==> config.mk <==
export PLATFORM = sky130hd
export DESIGN_NAME = spi_driver
export DESIGN_NICKNAME = d
export VERILOG_FILES = /design/src/rtl/spi_driver.sv
export SDC_FILE = /design/constraint.sdc
export NUM_CORES = 1
export LEC_CHECK = 0
export CAP_MARGIN = 10
export CORE_ASPECT_RATIO = 2
export CORE_UTILIZATION = 43
export DETAILED_ROUTE_END_ITERATION = 12
export PLACE_DENSITY = 0.62
export SLEW_MARGIN = 20
export SYNTH_ARGS = -nofsm -noshare
export SYNTH_HDL_FRONTEND = slang
export SYNTH_SLANG_ARGS = --single-unit
==> constraint.sdc <==
create_clock -name CLK -period 2.8 [get_ports CLK]
set_input_delay 0.56 -clock CLK [delete_from_list [all_inputs] [get_ports CLK]]
set_output_delay 0.56 -clock CLK [all_outputs]
set_load 0.005 [all_outputs]
==> src/rtl/spi_driver.sv <==
// spi_driver
//
// SPI master that brings up an RGB565 SPI LCD controller and then fills
// pixels on key presses. After reset it holds the display in hardware reset,
// waits, streams a fixed initialisation sequence and then waits in READY for
// a push-button. Each press streams RAMWR followed by PIXELS copies of one
// fixed colour.
//
// Ports
//   CLK            system clock, rising edge
//   RESET          synchronous active-high reset
//   KEY[3:0]       push-buttons, active-low, asynchronous
//   LED[3:0]       one-hot status: [0] display reset, [1] init, [2] ready, [3] fill
//   cs             SPI chip select, active-low
//   dc             0 = command byte, 1 = data byte
//   mosi           serial data, MSB first
//   sck            SPI clock, mode 0
//   reset_display  display hardware reset, active-low
//
// Main FSM
//   state    | meaning
//   ---------+------------------------------------------------------
//   RST_LOW  | reset_display held low for RST_CYCLES cycles
//   RST_WAIT | reset_display released, wait WAIT_CYCLES cycles
//   INIT     | stream the init ROM, with delays after SWRESET/SLPOUT
//   READY    | idle, waiting for a key press
//   FILL     | stream RAMWR plus PIXELS x {hi, lo} colour bytes
//
// Byte engine FSM
//   state    | meaning
//   ---------+------------------------------------------------------
//   E_IDLE   | cs high, nothing in flight
//   E_SHIFT  | cs low, 16 SCK half-periods of CLK_DIV cycles each
//   E_GAP    | cs high again, CLK_DIV cycles before the next byte

module spi_driver #(
    parameter int CLK_DIV     = 4,
    parameter int RST_CYCLES  = 1000,
    parameter int WAIT_CYCLES = 1000,
    parameter int PIXELS      = 16
) (
    input  logic       CLK,
    input  logic       RESET,
    input  logic [3:0] KEY,
    output logic [3:0] LED,
    output logic       cs,
    output logic       dc,
    output logic       mosi,
    output logic       sck,
    output logic       reset_display
);

    localparam int MAX_WAIT   = (RST_CYCLES > WAIT_CYCLES) ? RST_CYCLES : WAIT_CYCLES;
    localparam int CNT_W      = $clog2(MAX_WAIT + 1);
    localparam int DIV_W      = $clog2(CLK_DIV + 1);
    localparam int FILL_BYTES = 2 * PIXELS + 1;
    localparam int FILL_W     = $clog2(FILL_BYTES + 1);

    localparam logic [CNT_W-1:0]  RST_LOAD  = CNT_W'(RST_CYCLES - 1);
    localparam logic [CNT_W-1:0]  WAIT_LOAD = CNT_W'(WAIT_CYCLES - 1);
    localparam logic [DIV_W-1:0]  DIV_LOAD  = DIV_W'(CLK_DIV - 1);
    localparam logic [FILL_W-1:0] FILL_LOAD = FILL_W'(FILL_BYTES);
    localparam logic [2:0]        INIT_LEN  = 3'd5;

    typedef enum logic [2:0] {
        RST_LOW,
        RST_WAIT,
        INIT,
        READY,
        FILL
    } state_t;

    typedef enum logic [1:0] {
        E_IDLE,
        E_SHIFT,
        E_GAP
    } eng_state_t;

    // {dc, byte} for each init step
    function automatic logic [8:0] init_rom(input logic [2:0] i);
        case (i)
            3'd0:    init_rom = {1'b0, 8'h01};
            3'd1:    init_rom = {1'b0, 8'h11};
            3'd2:    init_rom = {1'b0, 8'h3A};
            3'd3:    init_rom = {1'b1, 8'h05};
            3'd4:    init_rom = {1'b0, 8'h29};
            default: init_rom = {1'b0, 8'h00};
        endcase
    endfunction

    function automatic logic [3:0] led_of(input state_t s);
        case (s)
            RST_LOW, RST_WAIT: led_of = 4'b0001;
            INIT:              led_of = 4'b0010;
            READY:             led_of = 4'b0100;
            FILL:              led_of = 4'b1000;
            default:           led_of = 4'b0001;
        endcase
    endfunction

    // ------------------------------------------------------------------
    // Main controller state
    // ------------------------------------------------------------------
    state_t            state, state_next;
    logic [CNT_W-1:0]  cnt, cnt_next;
    logic              pend, pend_next;
    logic [2:0]        idx, idx_next;
    logic [FILL_W-1:0] fill_left, fill_next;
    logic [15:0]       color, color_next;

    logic [3:0]        key_s1, key_s2, key_s3;
    logic [3:0]        press;
    logic [15:0]       press_color;

    // Byte engine handshake
    logic              start;
    logic [7:0]        tx_byte;
    logic              tx_dc;
    logic              eng_ready;
    logic              eng_idle;

    // key_s3 is the previous synchronised value, so a press is a 1->0 step
    assign press = key_s3 & ~key_s2;

    always_comb begin
        press_color = 16'hFFFF;
        if (press[0]) begin
            press_color = 16'hF800;
        end else if (press[1]) begin
            press_color = 16'h07E0;
        end else if (press[2]) begin
            press_color = 16'h001F;
        end
    end

    always_comb begin
        state_next = state;
        cnt_next   = cnt;
        pend_next  = pend;
        idx_next   = idx;
        fill_next  = fill_left;
        color_next = color;
        start      = 1'b0;
        tx_byte    = 8'h00;
        tx_dc      = 1'b0;

        case (state)
            RST_LOW: begin
                if (cnt == '0) begin
                    state_next = RST_WAIT;
                    cnt_next   = WAIT_LOAD;
                end else begin
                    cnt_next = cnt - CNT_W'(1);
                end
            end

            RST_WAIT: begin
                if (cnt == '0) begin
                    state_next = INIT;
                    idx_next   = 3'd0;
                    pend_next  = 1'b0;
                end else begin
                    cnt_next = cnt - CNT_W'(1);
                end
            end

            INIT: begin
                // Post-command delay only counts once the byte has fully left
                // the engine, so the display sees WAIT_CYCLES of idle bus.
                if (pend && !(eng_idle && cnt == '0)) begin
                    if (eng_idle) begin
                        cnt_next = cnt - CNT_W'(1);
                    end
                end else begin
                    pend_next = 1'b0;
                    if (idx == INIT_LEN) begin
                        if (eng_idle) begin
                            state_next = READY;
                        end
                    end else if (eng_ready) begin
                        start              = 1'b1;
                        {tx_dc, tx_byte}   = init_rom(idx);
                        idx_next           = idx + 3'd1;
                        if (idx < 3'd2) begin
                            pend_next = 1'b1;
                            cnt_next  = WAIT_LOAD;
                        end
                    end
                end
            end

            READY: begin
                if (|press) begin
                    state_next = FILL;
                    color_next = press_color;
                    fill_next  = FILL_LOAD;
                end
            end

            FILL: begin
                if (fill_left == '0) begin
                    if (eng_idle) begin
                        state_next = READY;
                    end
                end else if (eng_ready) begin
                    start     = 1'b1;
                    fill_next = fill_left - FILL_W'(1);
                    if (fill_left == FILL_LOAD) begin
                        tx_byte = 8'h2C;
                        tx_dc   = 1'b0;
                    end else if (!fill_left[0]) begin
                        // even remaining count -> first byte of a pixel
                        tx_byte = color[15:8];
                        tx_dc   = 1'b1;
                    end else begin
                        tx_byte = color[7:0];
                        tx_dc   = 1'b1;
                    end
                end
            end

            default: begin
                state_next = RST_LOW;
                cnt_next   = RST_LOAD;
            end
        endcase
    end

    always_ff @(posedge CLK) begin
        if (RESET) begin
            state         <= RST_LOW;
            cnt           <= RST_LOAD;
            pend          <= 1'b0;
            idx           <= 3'd0;
            fill_left     <= '0;
            color         <= 16'h0000;
            key_s1        <= 4'hF;
            key_s2        <= 4'hF;
            key_s3        <= 4'hF;
            LED           <= 4'b0001;
            reset_display <= 1'b0;
        end else begin
            state         <= state_next;
            cnt           <= cnt_next;
            pend          <= pend_next;
            idx           <= idx_next;
            fill_left     <= fill_next;
            color         <= color_next;
            key_s1        <= KEY;
            key_s2        <= key_s1;
            key_s3        <= key_s2;
            LED           <= led_of(state_next);
            reset_display <= (state_next != RST_LOW);
        end
    end

    // ------------------------------------------------------------------
    // Byte engine
    // ------------------------------------------------------------------
    eng_state_t       eng_state, eng_next;
    logic [DIV_W-1:0] div_cnt, div_next;
    logic [3:0]       half_cnt, half_next;
    logic [7:0]       shreg, shreg_next;
    logic             cs_next, sck_next, mosi_next, dc_next;

    assign eng_idle  = (eng_state == E_IDLE);
    // The last gap cycle already counts as ready so bytes run back to back
    // at exactly 17*CLK_DIV cycles per byte.
    assign eng_ready = eng_idle || (eng_state == E_GAP && div_cnt == '0);

    always_comb begin
        eng_next   = eng_state;
        div_next   = div_cnt;
        half_next  = half_cnt;
        shreg_next = shreg;
        cs_next    = cs;
        sck_next   = sck;
        mosi_next  = mosi;
        dc_next    = dc;

        case (eng_state)
            E_SHIFT: begin
                if (div_cnt != '0) begin
                    div_next = div_cnt - DIV_W'(1);
                end else begin
                    div_next  = DIV_LOAD;
                    half_next = half_cnt + 4'd1;
                    if (!half_cnt[0]) begin
                        sck_next = 1'b1;
                    end else begin
                        sck_next = 1'b0;
                        if (half_cnt == 4'd15) begin
                            cs_next   = 1'b1;
                            mosi_next = 1'b0;
                            eng_next  = E_GAP;
                        end else begin
                            mosi_next  = shreg[7];
                            shreg_next = {shreg[6:0], 1'b0};
                        end
                    end
                end
            end

            E_GAP: begin
                if (div_cnt != '0) begin
                    div_next = div_cnt - DIV_W'(1);
                end else begin
                    eng_next = E_IDLE;
                end
            end

            default: begin
            end
        endcase

        if (start) begin
            eng_next   = E_SHIFT;
            cs_next    = 1'b0;
            sck_next   = 1'b0;
            mosi_next  = tx_byte[7];
            dc_next    = tx_dc;
            shreg_next = {tx_byte[6:0], 1'b0};
            div_next   = DIV_LOAD;
            half_next  = 4'd0;
        end
    end

    always_ff @(posedge CLK) begin
        if (RESET) begin
            eng_state <= E_IDLE;
            div_cnt   <= '0;
            half_cnt  <= 4'd0;
            shreg     <= 8'h00;
            cs        <= 1'b1;
            sck       <= 1'b0;
            mosi      <= 1'b0;
            dc        <= 1'b0;
        end else begin
            eng_state <= eng_next;
            div_cnt   <= div_next;
            half_cnt  <= half_next;
            shreg     <= shreg_next;
            cs        <= cs_next;
            sck       <= sck_next;
            mosi      <= mosi_next;
            dc        <= dc_next;
        end
    end

endmodule

==> metrics, run 1 <==
hpwl dp=6105 µm; cts repair resizes=0; CP required=2980 ps; post-route ant nets=0; pin count of the biggest net entering global routing=51; CTS max path bufs=2; Vias=2,970; RSZ-0062 raised after global routing=false; nets@finish=411; cts bufs inserted=9; post-CTS repair timing setup buffer count=0; Worst Setup SP=cnt[0]$_SDFFE_PP1P_; startpoint types=register; final setup margin=233.3 ps; Placed Cells=474; layout cells sized above 1=0.1508; setup tns final=0 ps; Die Area=8058 µm²; clock transition at the registers of the reported paths=50 ps; initial antenna violation count=0; P per Cell Area=577.6 nW/µm²; Worst EP arrival=2750 ps; net count after synthesis=398; Reg2Reg Launch Point=cnt[0]$_SDFFE_PP1P_; number of global-route vias before repair=3,053; Mapped Area=3303 µm²; Clock Latency Late Sink=330 ps; Synth warnings=0; Initial Util=0.4511; GR Overflow Total=0; Hold Crit Start=key_s1[2]$_SDFF_PP1_; Seq/Total Area, Yosys=0.3758; hold buffer count at cts=0; Sinks on Clock Net=62; Total GRT Usage=0.2283; FF+latch count, synth=62; Post-Syn Instances=380; Avg Vias per Cell=6.061; Final GP Congestion=0.9069; min cycle time layout=2567 ps; Min-Delay Path Class=reg -> reg; # IOs=15; Slew Viols, Final=0; CTS H-tree lvls=3; status=completed; worst-margin pin slew=717.0 ps; endpoints failing setup=0; Routed wire per std cell=17.37 µm; input/output buffers=14; Remaining DRCs=0; CP Max Fanout=10; synthesized area per cell=8.693 µm²; WS Path Type=reg -> reg; most frequent cells in the layout=dfxtp_1, nor2_1, a21oi_1; # diodes=0; root buf cell=clkbuf_16; Worst Clk Skew=3.687 ps; pre-CTS setup slack=213.7 ps; CTS tree=done; Setup crit end kind=register; Filler cells=685; ys async rst share=0; core area=7322 µm²; Yosys cell types=66; Rel. slew slack=0.5188; leakage power figure=0.001407 µW; initial DRC count=171; top_reg_cell synth=dfxtp_1; non-filler cells, final=490; drt first pass iters=4; Max-cap violations=0; maximum vdd drop=0.0004746 V; Hold Slack=410.2 ps; Synth area leaders=dfxtp_1, ha_1, or2_2, a21oi_1, nor2_1; Cell Rows=44; Fmax achieved=0.3896 GHz; Die H=126.0 µm; EDFF count, synth=0; Final Hold Viols=0; cell taking the most area after synthesis=dfxtp_1; first-pass GRT wire length=14,070 µm; Synth top area share=0.3758; final period utilization=0.9167; drt total wl=8513 µm; Layout area overhead=17.65%; commonest non-fill, non-tap cell in the layout=dfxtp_1; Die Wd=63.98 µm
-- cells in the mapped netlist, drive strengths merged (6+ instances only) --
| library cell | number |
|---|---|
| mux2i | 7 |
| nor2b | 6 |
| nand3 | 19 |
| o2111ai | 10 |
| ha | 12 |
| clkbuf | 16 |
| dfxtp | 62 |
| a31oi | 11 |
| a21oi | 21 |
| nand2 | 18 |
| a32oi | 6 |
| or2 | 17 |
| nor3 | 14 |
| mux2 | 6 |
| nand2b | 8 |
| nor4 | 9 |
| nor2 | 28 |
| o21ai | 13 |
| inv | 19 |
-- final cells by class --
type	count	area [µm²]	share of cell area
Clock buffer	13	260.3	0.06697
Clock inverter	3	90.09	0.02318
Inverter	19	71.32	0.01835
Multi-Input combinational cell	278	1906	0.4903
Sequential cell	62	1241	0.3194
Tap cell	92	115.1	0.02962
Timing Repair Buffer	23	202.7	0.05216
-- path summary, 6_finish.rpt --
check	endpoint	slack, ps	cells after the start
worst max-delay path	cnt[0]$_SDFFE_PP1P_	230	7
worst min-delay path	key_s2[2]$_SDFF_PP1_	410	1
worst max register to register	cnt[0]$_SDFFE_PP1P_	230	7
worst min register to register	key_s2[2]$_SDFF_PP1_	410	1
-- cell families (layout without fill, tap and decap cells) --
| kind of cell | Yosys count | in the layout | share of synthesized area |
|---|---|---|---|
| simple gates | 151 | 151 | 0.2549 |
| mux | 13 | 13 | 0.04167 |
| xor+xnor | 4 | 4 | 0.01061 |
| compound gates | 98 | 98 | 0.2239 |
| buf+inv | 40 | 58 | 0.04773 |
| flops | 62 | 62 | 0.3758 |
| fa+ha+maj | 12 | 12 | 0.04545 |
-- through the flow --
stage	instance area (µm²)	util	power, µW
after floorplan	3303	-	953.3
after global placement	3535	0.4827	972.8
after detailed placement	3535	0.4827	973.5
after CTS	3885	0.5306	2264
after global routing	3886	0.5308	2318
final	3886	0.5308	2245
-- registers in the layout, summed over array words and instances (netlist names) --
signal / count
pend: 1
eng_state: 2
half_cnt: 4
mosi: 1
fill_left: 6
dc: 1
cs: 1
reset_display: 1
LED: 4
state: 3
key_s2: 4
idx: 3
key_s1: 4
color: 3
shreg: 7
key_s3: 4
div_cnt: 3
cnt: 10
-- worst max-delay path: stages (launching register included) --
cell and delay [ps]:
dfxtp_1 330, inv_1 70, ha_1 200, or4b_1 650, nor4_1 420, o21ai_1 350
a311oi_1 350, a31oi_1 60
-- per-layer routing --
| layer | routed length, µm | global-route usage | share of wire | vias to the layer above |
|---|---|---|---|---|
| met3 | 213 | 0.05616 | 0.025 | 16 |
| met5 | 0 | 0 | 0 | - |
| li1 | - | - | - | 1451 |
| met4 | 256 | 0.1337 | 0.030 | 0 |
| met1 | 3115 | 0.2059 | 0.37 | 1450 |
| met2 | 4928 | 0.4380 | 0.58 | 53 |
-- report_power, final --
part           switching (µW)  leakage, µW  total [µW]  internal [µW]
registers                6.60     0.000503         901            895
logic                    31.8     0.000734        54.3           22.5
clock network             371     0.000170        1290            918
total                     410      0.00141        2240           1830
Power figures use the tool's default switching activity.
==> run 2, diff against run 1 <==
--- a/config.mk
+++ b/config.mk
@@ -9,8 +9,7 @@
 export CORE_ASPECT_RATIO = 2
 export CORE_UTILIZATION = 43
 export DETAILED_ROUTE_END_ITERATION = 12
-export PLACE_DENSITY = 0.62
-export SLEW_MARGIN = 20
+export PLACE_DENSITY = 0.58
 export SYNTH_ARGS = -nofsm -noshare
 export SYNTH_HDL_FRONTEND = slang
 export SYNTH_SLANG_ARGS = --single-unit
==> run 2 against run 1 <==
Net effect:
- clock skew about the same
- clock power down 19%
- core utilization decreased by 0.43 points
- combinational power grew 1%
- global-route usage fell by 0.50 points
- sequential power is essentially flat
- via count rose by 0.71%
- clock-buffer cell count decreased by 2
- critical path type unchanged
- largest cell class unchanged
==> metrics, run 2 (synthesized netlist as in run 1, its figures left out) <==
WS Path Type=reg -> reg; CP required=3050 ps (+70 ps); Min-Delay Path Class=reg -> reg; Total GRT Usage=0.2233 (-0.004962); leakage power figure=0.001387 µW (-1.4%); Worst EP arrival=2870 ps (+120 ps); GR Overflow Total=0 (unchanged); core area=7322 µm² (unchanged); Fmax achieved=0.3816 GHz (-2.1%); Vias=2,991 (+0.71%); Worst Clk Skew=3.809 ps (+0.1222 ps); startpoint types=register; Clock Latency Late Sink=330 ps (about the same); CTS tree=done; clock transition at the registers of the reported paths=50 ps (about the same); Initial Util=0.4511 (unchanged); Reg2Reg Launch Point=cnt[0]$_SDFFE_PP1P_; worst-margin pin slew=763.5 ps (+46.57 ps); initial antenna violation count=0 (unchanged); non-filler cells, final=493 (+0.61%); Final GP Congestion=0.8442 (-6.9%); number of global-route vias before repair=2,981 (-2.4%); Hold Crit Start=key_s1[3]$_SDFF_PP1_; Top reg by flops=cnt; Sinks on Clock Net=62 (unchanged); # diodes=0 (unchanged); post-route ant nets=0 (unchanged); Avg Vias per Cell=6.067 (about the same); layout cells sized above 1=0.1596 (+0.008847); Cell Rows=44 (unchanged); Die Wd=63.98 µm (unchanged); Remaining DRCs=0 (unchanged); endpoints failing setup=0 (unchanged); pin count of the biggest net entering global routing=37 (-27%); Slew Viols, Final=0 (unchanged); worst hold stages=1 (unchanged); # IOs=15 (unchanged); Setup crit end kind=register; max reg flops=10 (unchanged); input/output buffers=14 (unchanged); FF-to-FF path depth=7 (unchanged); flop2flop setup slack=180 ps (-50 ps); Die H=126.0 µm (unchanged); reg2reg end=dc$_SDFFE_PP0P_; worst hold endpoint=key_s2[3]$_SDFF_PP1_; Filler cells=705 (+2.9%); Rel. slew slack=0.4876 (-0.03126); maximum vdd drop=0.0004609 V (-2.9%); min cycle time layout=2621 ps (+53.94 ps); commonest non-fill, non-tap cell in the layout=dfxtp_1; CTS H-tree lvls=3 (unchanged); total power=1996 µW (-11%); Die Area=8058 µm² (unchanged); P per Cell Area=517.8 nW/µm² (-10%); CP Max Fanout=9 (-1); CTS max path bufs=2 (unchanged); final period utilization=0.9360 (+0.01926); status=completed; largest registers=cnt x10, shreg x7, fill_left x6; drt first pass iters=4 (unchanged); Layout area overhead=16.70%; Routed wire per std cell=17.40 µm (+0.17%); most frequent cells in the layout=dfxtp_1, nor2_1, a21oi_1; Final Hold Viols=0 (unchanged); cts bufs inserted=9 (unchanged); root buf cell=clkbuf_16; drt total wl=8580 µm (+0.79%); initial DRC count=148 (-13%); nets@finish=414 (+0.73%); setup tns final=0 ps (unchanged); Max-cap violations=0 (unchanged); RSZ-0062 raised after global routing=false; hpwl dp=6359 µm (+4.2%); first-pass GRT wire length=13,670 µm (-2.9%); Placed Cells=477 (+0.63%)
-- run 2: changes by cell type in the layout (fill, tap and decap cells not counted), moves of 2 or more --
| cell | previous run | this run |
|---|---|---|
| clkinv_2 | 0 | 2 |
| bufinv_16 | 3 | 0 |
| buf_4 | 9 | 12 |
| clkbuf_1 | 2 | 0 |
| clkinvlp_4 | 0 | 2 |
-- run 2: critical path: stages (launching register included) --
cell	delay, ps
dfxtp_1	330
inv_1	60
ha_1	210
or4b_1	630
o41ai_4	480
and3_1	470
nand2_1	140
a31oi_1	200
-- run 2: worst max-delay path by stage --
stage	startpoint	end	slack (ps)	cells past startpoint
2_1_floorplan	cnt[0]$_SDFFE_PP1P_	cnt[0]$_SDFFE_PP1P_	540	8
6_report	cnt[0]$_SDFFE_PP1P_	dc$_SDFFE_PP0P_	180	7
4_1_cts	cnt[0]$_SDFFE_PP1P_	cnt[0]$_SDFFE_PP1P_	210	7
3_3_place_gp	cnt[0]$_SDFFE_PP1P_	mosi$_SDFFE_PP0P_	250	7
3_5_place_dp	cnt[0]$_SDFFE_PP1P_	cnt[0]$_SDFFE_PP1P_	220	7
5_1_grt	cnt[0]$_SDFFE_PP1P_	dc$_SDFFE_PP0P_	10	7
-- run 2: per-stage QoR --
step / setup slack, ps / hold slack (ps) / utilization / area [µm²]
floorplan: 536.1 / 389.5 / - / 3303
global placement: 247.7 / 392.2 / 0.4865 / 3562
detailed placement: 218.8 / 394.6 / 0.4865 / 3562
CTS: 207.2 / 407.2 / 0.5256 / 3849
global route: 10.92 / 423.4 / 0.5265 / 3855
finish: 179.3 / 406.0 / 0.5265 / 3855
-- run 2: area by class of cell --
cell class | instances | area (µm²) | share of cell area
multi-input combinational | 278 | 1911 | 0.4956
sequential | 62 | 1241 | 0.3220
clock buffer | 11 | 252.7 | 0.06556
tap | 92 | 115.1 | 0.02986
timing repair buffer | 26 | 230.2 | 0.05972
inverter | 19 | 71.32 | 0.01850
clock inverter | 5 | 33.78 | 0.008763
-- run 2: layer usage --
| layer | vias up | GRT usage | routed length (µm) |
|---|---|---|---|
| li1 | 1463 | - | - |
| met1 | 1453 | 0.1943 | 3227 |
| met2 | 48 | 0.4380 | 4821 |
| met3 | 27 | 0.05163 | 182 |
| met4 | 0 | 0.1324 | 348 |
| met5 | - | 0 | 0 |
-- run 2: power by group --
part           switching (µW)  internal [µW]
registers                6.56            894
logic                    31.1           24.0
clock network             397            644
total                     434           1560
-- run 2: timing repair --
| action | 4_1_cts | 5_1_grt |
|---|---|---|
| endpoints found under the setup margin | 0 | 1 |
| hold endpoints to repair | 0 | 0 |
| resized for setup | 0 | 1 |
| buffers inserted | 0 | 0 |
| hold buffers | 0 | 0 |
==> run 3, diff against run 2 <==
--- a/config.mk
+++ b/config.mk
@@ -9,7 +9,7 @@
 export CORE_ASPECT_RATIO = 2
 export CORE_UTILIZATION = 43
 export DETAILED_ROUTE_END_ITERATION = 12
-export PLACE_DENSITY = 0.58
+export PLACE_DENSITY = 0.6
 export SYNTH_ARGS = -nofsm -noshare
 export SYNTH_HDL_FRONTEND = slang
 export SYNTH_SLANG_ARGS = --single-unit
==> constraint.sdc (replaced) <==
create_clock -name CLK -period 2.24 [get_ports CLK]
set_input_delay 0.448 -clock CLK [delete_from_list [all_inputs] [get_ports CLK]]
set_output_delay 0.448 -clock CLK [all_outputs]
set_load 0.005 [all_outputs]
==> run 3 against run 2 <==
Net effect:
- the flow now finishes with violations (negative setup slack)
- core utilization increased by 7.6 points
- cell area increased by 14%
- die area unchanged
- power increased by 33%
- routed wire length increased by 5.8%
- highest routed layer unchanged
- clock power increased by 38%
- sequential share of layout area decreased by 4.0 points
- clock skew increased by 2.4 ps
- final cell count increased by 9.5%
==> metrics, run 3 (synthesized netlist as in run 1, its figures left out) <==
status=complete, but fails checks; failing checks=negative setup slack; drt first pass iters=4 (unchanged); Top reg by flops=cnt; number of global-route vias before repair=3,159 (+6.0%); CP required=2460 ps (-590 ps); Avg Vias per Cell=5.865 (-3.3%); total power=2655 µW (+33%); startpoint types=register; Routed wire per std cell=16.81 µm (-3.4%); commonest non-fill, non-tap cell in the layout=dfxtp_1; Hold Crit Start=key_s1[3]$_SDFF_PP1_; Layout area overhead=33.60%; Initial Util=0.4511 (unchanged); initial antenna violation count=0 (unchanged); worst hold endpoint=key_s2[3]$_SDFF_PP1_; GR Overflow Total=0 (unchanged); largest registers=cnt x10, shreg x7, fill_left x6; CTS tree=done; hpwl dp=6675 µm (+5.0%); FF-to-FF path depth=10 (+3); # diodes=0 (unchanged); maximum vdd drop=0.0005250 V (+14%); pin count of the biggest net entering global routing=31 (-16%); Reg2Reg Launch Point=cnt[0]$_SDFFE_PP1P_; Die Wd=63.98 µm (unchanged); clock transition at the registers of the reported paths=50 ps (about the same); Hold Slack=407.0 ps (+1.008 ps); core area=7322 µm² (unchanged); Remaining DRCs=0 (unchanged); layout cells sized above 1=0.2879 (+0.1283); flop2flop setup slack=-60 ps (-240 ps); most frequent cells in the layout=dfxtp_1, buf_4, nor2_1; P per Cell Area=601.7 nW/µm² (+16%); Worst Clk Skew=6.170 ps (+2.361 ps); Clock Latency Late Sink=330 ps (about the same); drt total wl=9076 µm (+5.8%); Cell Rows=44 (unchanged); min cycle time layout=2296 ps (-324.9 ps); Final GP Congestion=0.8278 (-1.9%); Max-cap violations=0 (unchanged); Sinks on Clock Net=62 (unchanged); Total GRT Usage=0.2418 (+0.01845); Worst EP arrival=2520 ps (-350 ps); WS Path Type=reg -> reg; final period utilization=1.025 (+0.08894); Vias=3,167 (+5.9%); RSZ-0062 raised after global routing=true; nets@finish=462 (+12%); Min-Delay Path Class=reg -> reg; CTS H-tree lvls=3 (unchanged); Final Hold Viols=0 (unchanged); Fmax achieved=0.4356 GHz (+14%); post-route ant nets=0 (unchanged); first-pass GRT wire length=14,720 µm (+7.7%); # IOs=15 (unchanged); input/output buffers=14 (unchanged); fin util=0.6027 (+0.07621); Die Area=8058 µm² (unchanged); worst hold stages=1 (unchanged); CTS max path bufs=2 (unchanged); endpoints failing setup=6 (+6); hold buffer count at cts=0 (unchanged); Die H=126.0 µm (unchanged); CP Max Fanout=8 (-1); worst-margin pin slew=433.7 ps (-329.8 ps); Rel. slew slack=0.7071 (+0.2195); initial DRC count=197 (+33%); leakage power figure=0.001670 µW (+20%); root buf cell=clkbuf_16; Setup crit end kind=register; max reg flops=10 (unchanged); final setup margin=-55.78 ps (-235.1 ps); Slew Viols, Final=0 (unchanged); cts bufs inserted=9 (unchanged); reg2reg end=cnt[3]$_SDFFE_PP0P_
## run 3: worst max path at each step
stage	startpoint	endpoint	cells after the start
floorplan	cnt[0]$_SDFFE_PP1P_	mosi$_SDFFE_PP0P_	9
global placement	cnt[0]$_SDFFE_PP1P_	cnt[1]$_SDFFE_PP1P_	10
detailed placement	cnt[0]$_SDFFE_PP1P_	cnt[1]$_SDFFE_PP1P_	10
CTS	cnt[0]$_SDFFE_PP1P_	cnt[3]$_SDFFE_PP0P_	9
global route	cnt[0]$_SDFFE_PP1P_	cnt[8]$_SDFFE_PP1P_	8
finish	cnt[0]$_SDFFE_PP1P_	cnt[3]$_SDFFE_PP0P_	10
## run 3: report_power, final
| part | internal (µW) | switching (µW) |
|---|---|---|
| combinational | 43.8 | 50.8 |
| sequential | 1120 | 6.00 |
| clock | 943 | 494 |
## run 3: layout make-up
cell class,count,area (µm²)
inverter,19,71.32
multi-input combinational,278,2026
fill,669,2909
clock buffer,12,266.5
timing repair buffer,74,649.4
sequential,62,1242
clock inverter,3,42.54
tap,92,115.1
## run 3: through the flow
stage / setup WS (ps) / cell area, µm² / instances / TNS (ps)
2_1_floorplan: 18.29 / 3309 / 380 / 0
3_3_place_gp: -118.8 / 3911 / 521 / -926.7
3_5_place_dp: -159.9 / 3911 / 521 / -1553
4_1_cts: -12.14 / 4320 / 539 / -22.57
5_1_grt: -129.4 / 4413 / 540 / -1090
6_report: -55.78 / 4413 / 540 / -181.0
## run 3: metal layers
metal  GRT usage  wire [µm]  vias to the layer above
li1            -          -                     1548
met4      0.1444        459                        0
met1      0.2282       3277                     1508
met2      0.4537       5100                       75
met5           0          0                        -
met3     0.05616        238                       36
## run 3: repair_timing
item / CTS / global route
setup endpoints to repair: 30 / 33
buffers inserted: 4 / 1
endpoints found under the hold margin: 0 / 0
pin swaps: 7 / 15
resized for setup: 16 / 17
gates cloned: 0 / 0
## run 3: critical path, cell delays in order, from the launching register on
cell and delay, ps:
dfxtp_2 320, inv_2 60, ha_4 140, or4b_4 490, buf_6 150, o41a_1 370
o21ai_4 120, buf_12 140, nor4_4 40, buf_6 150, a32o_1 190
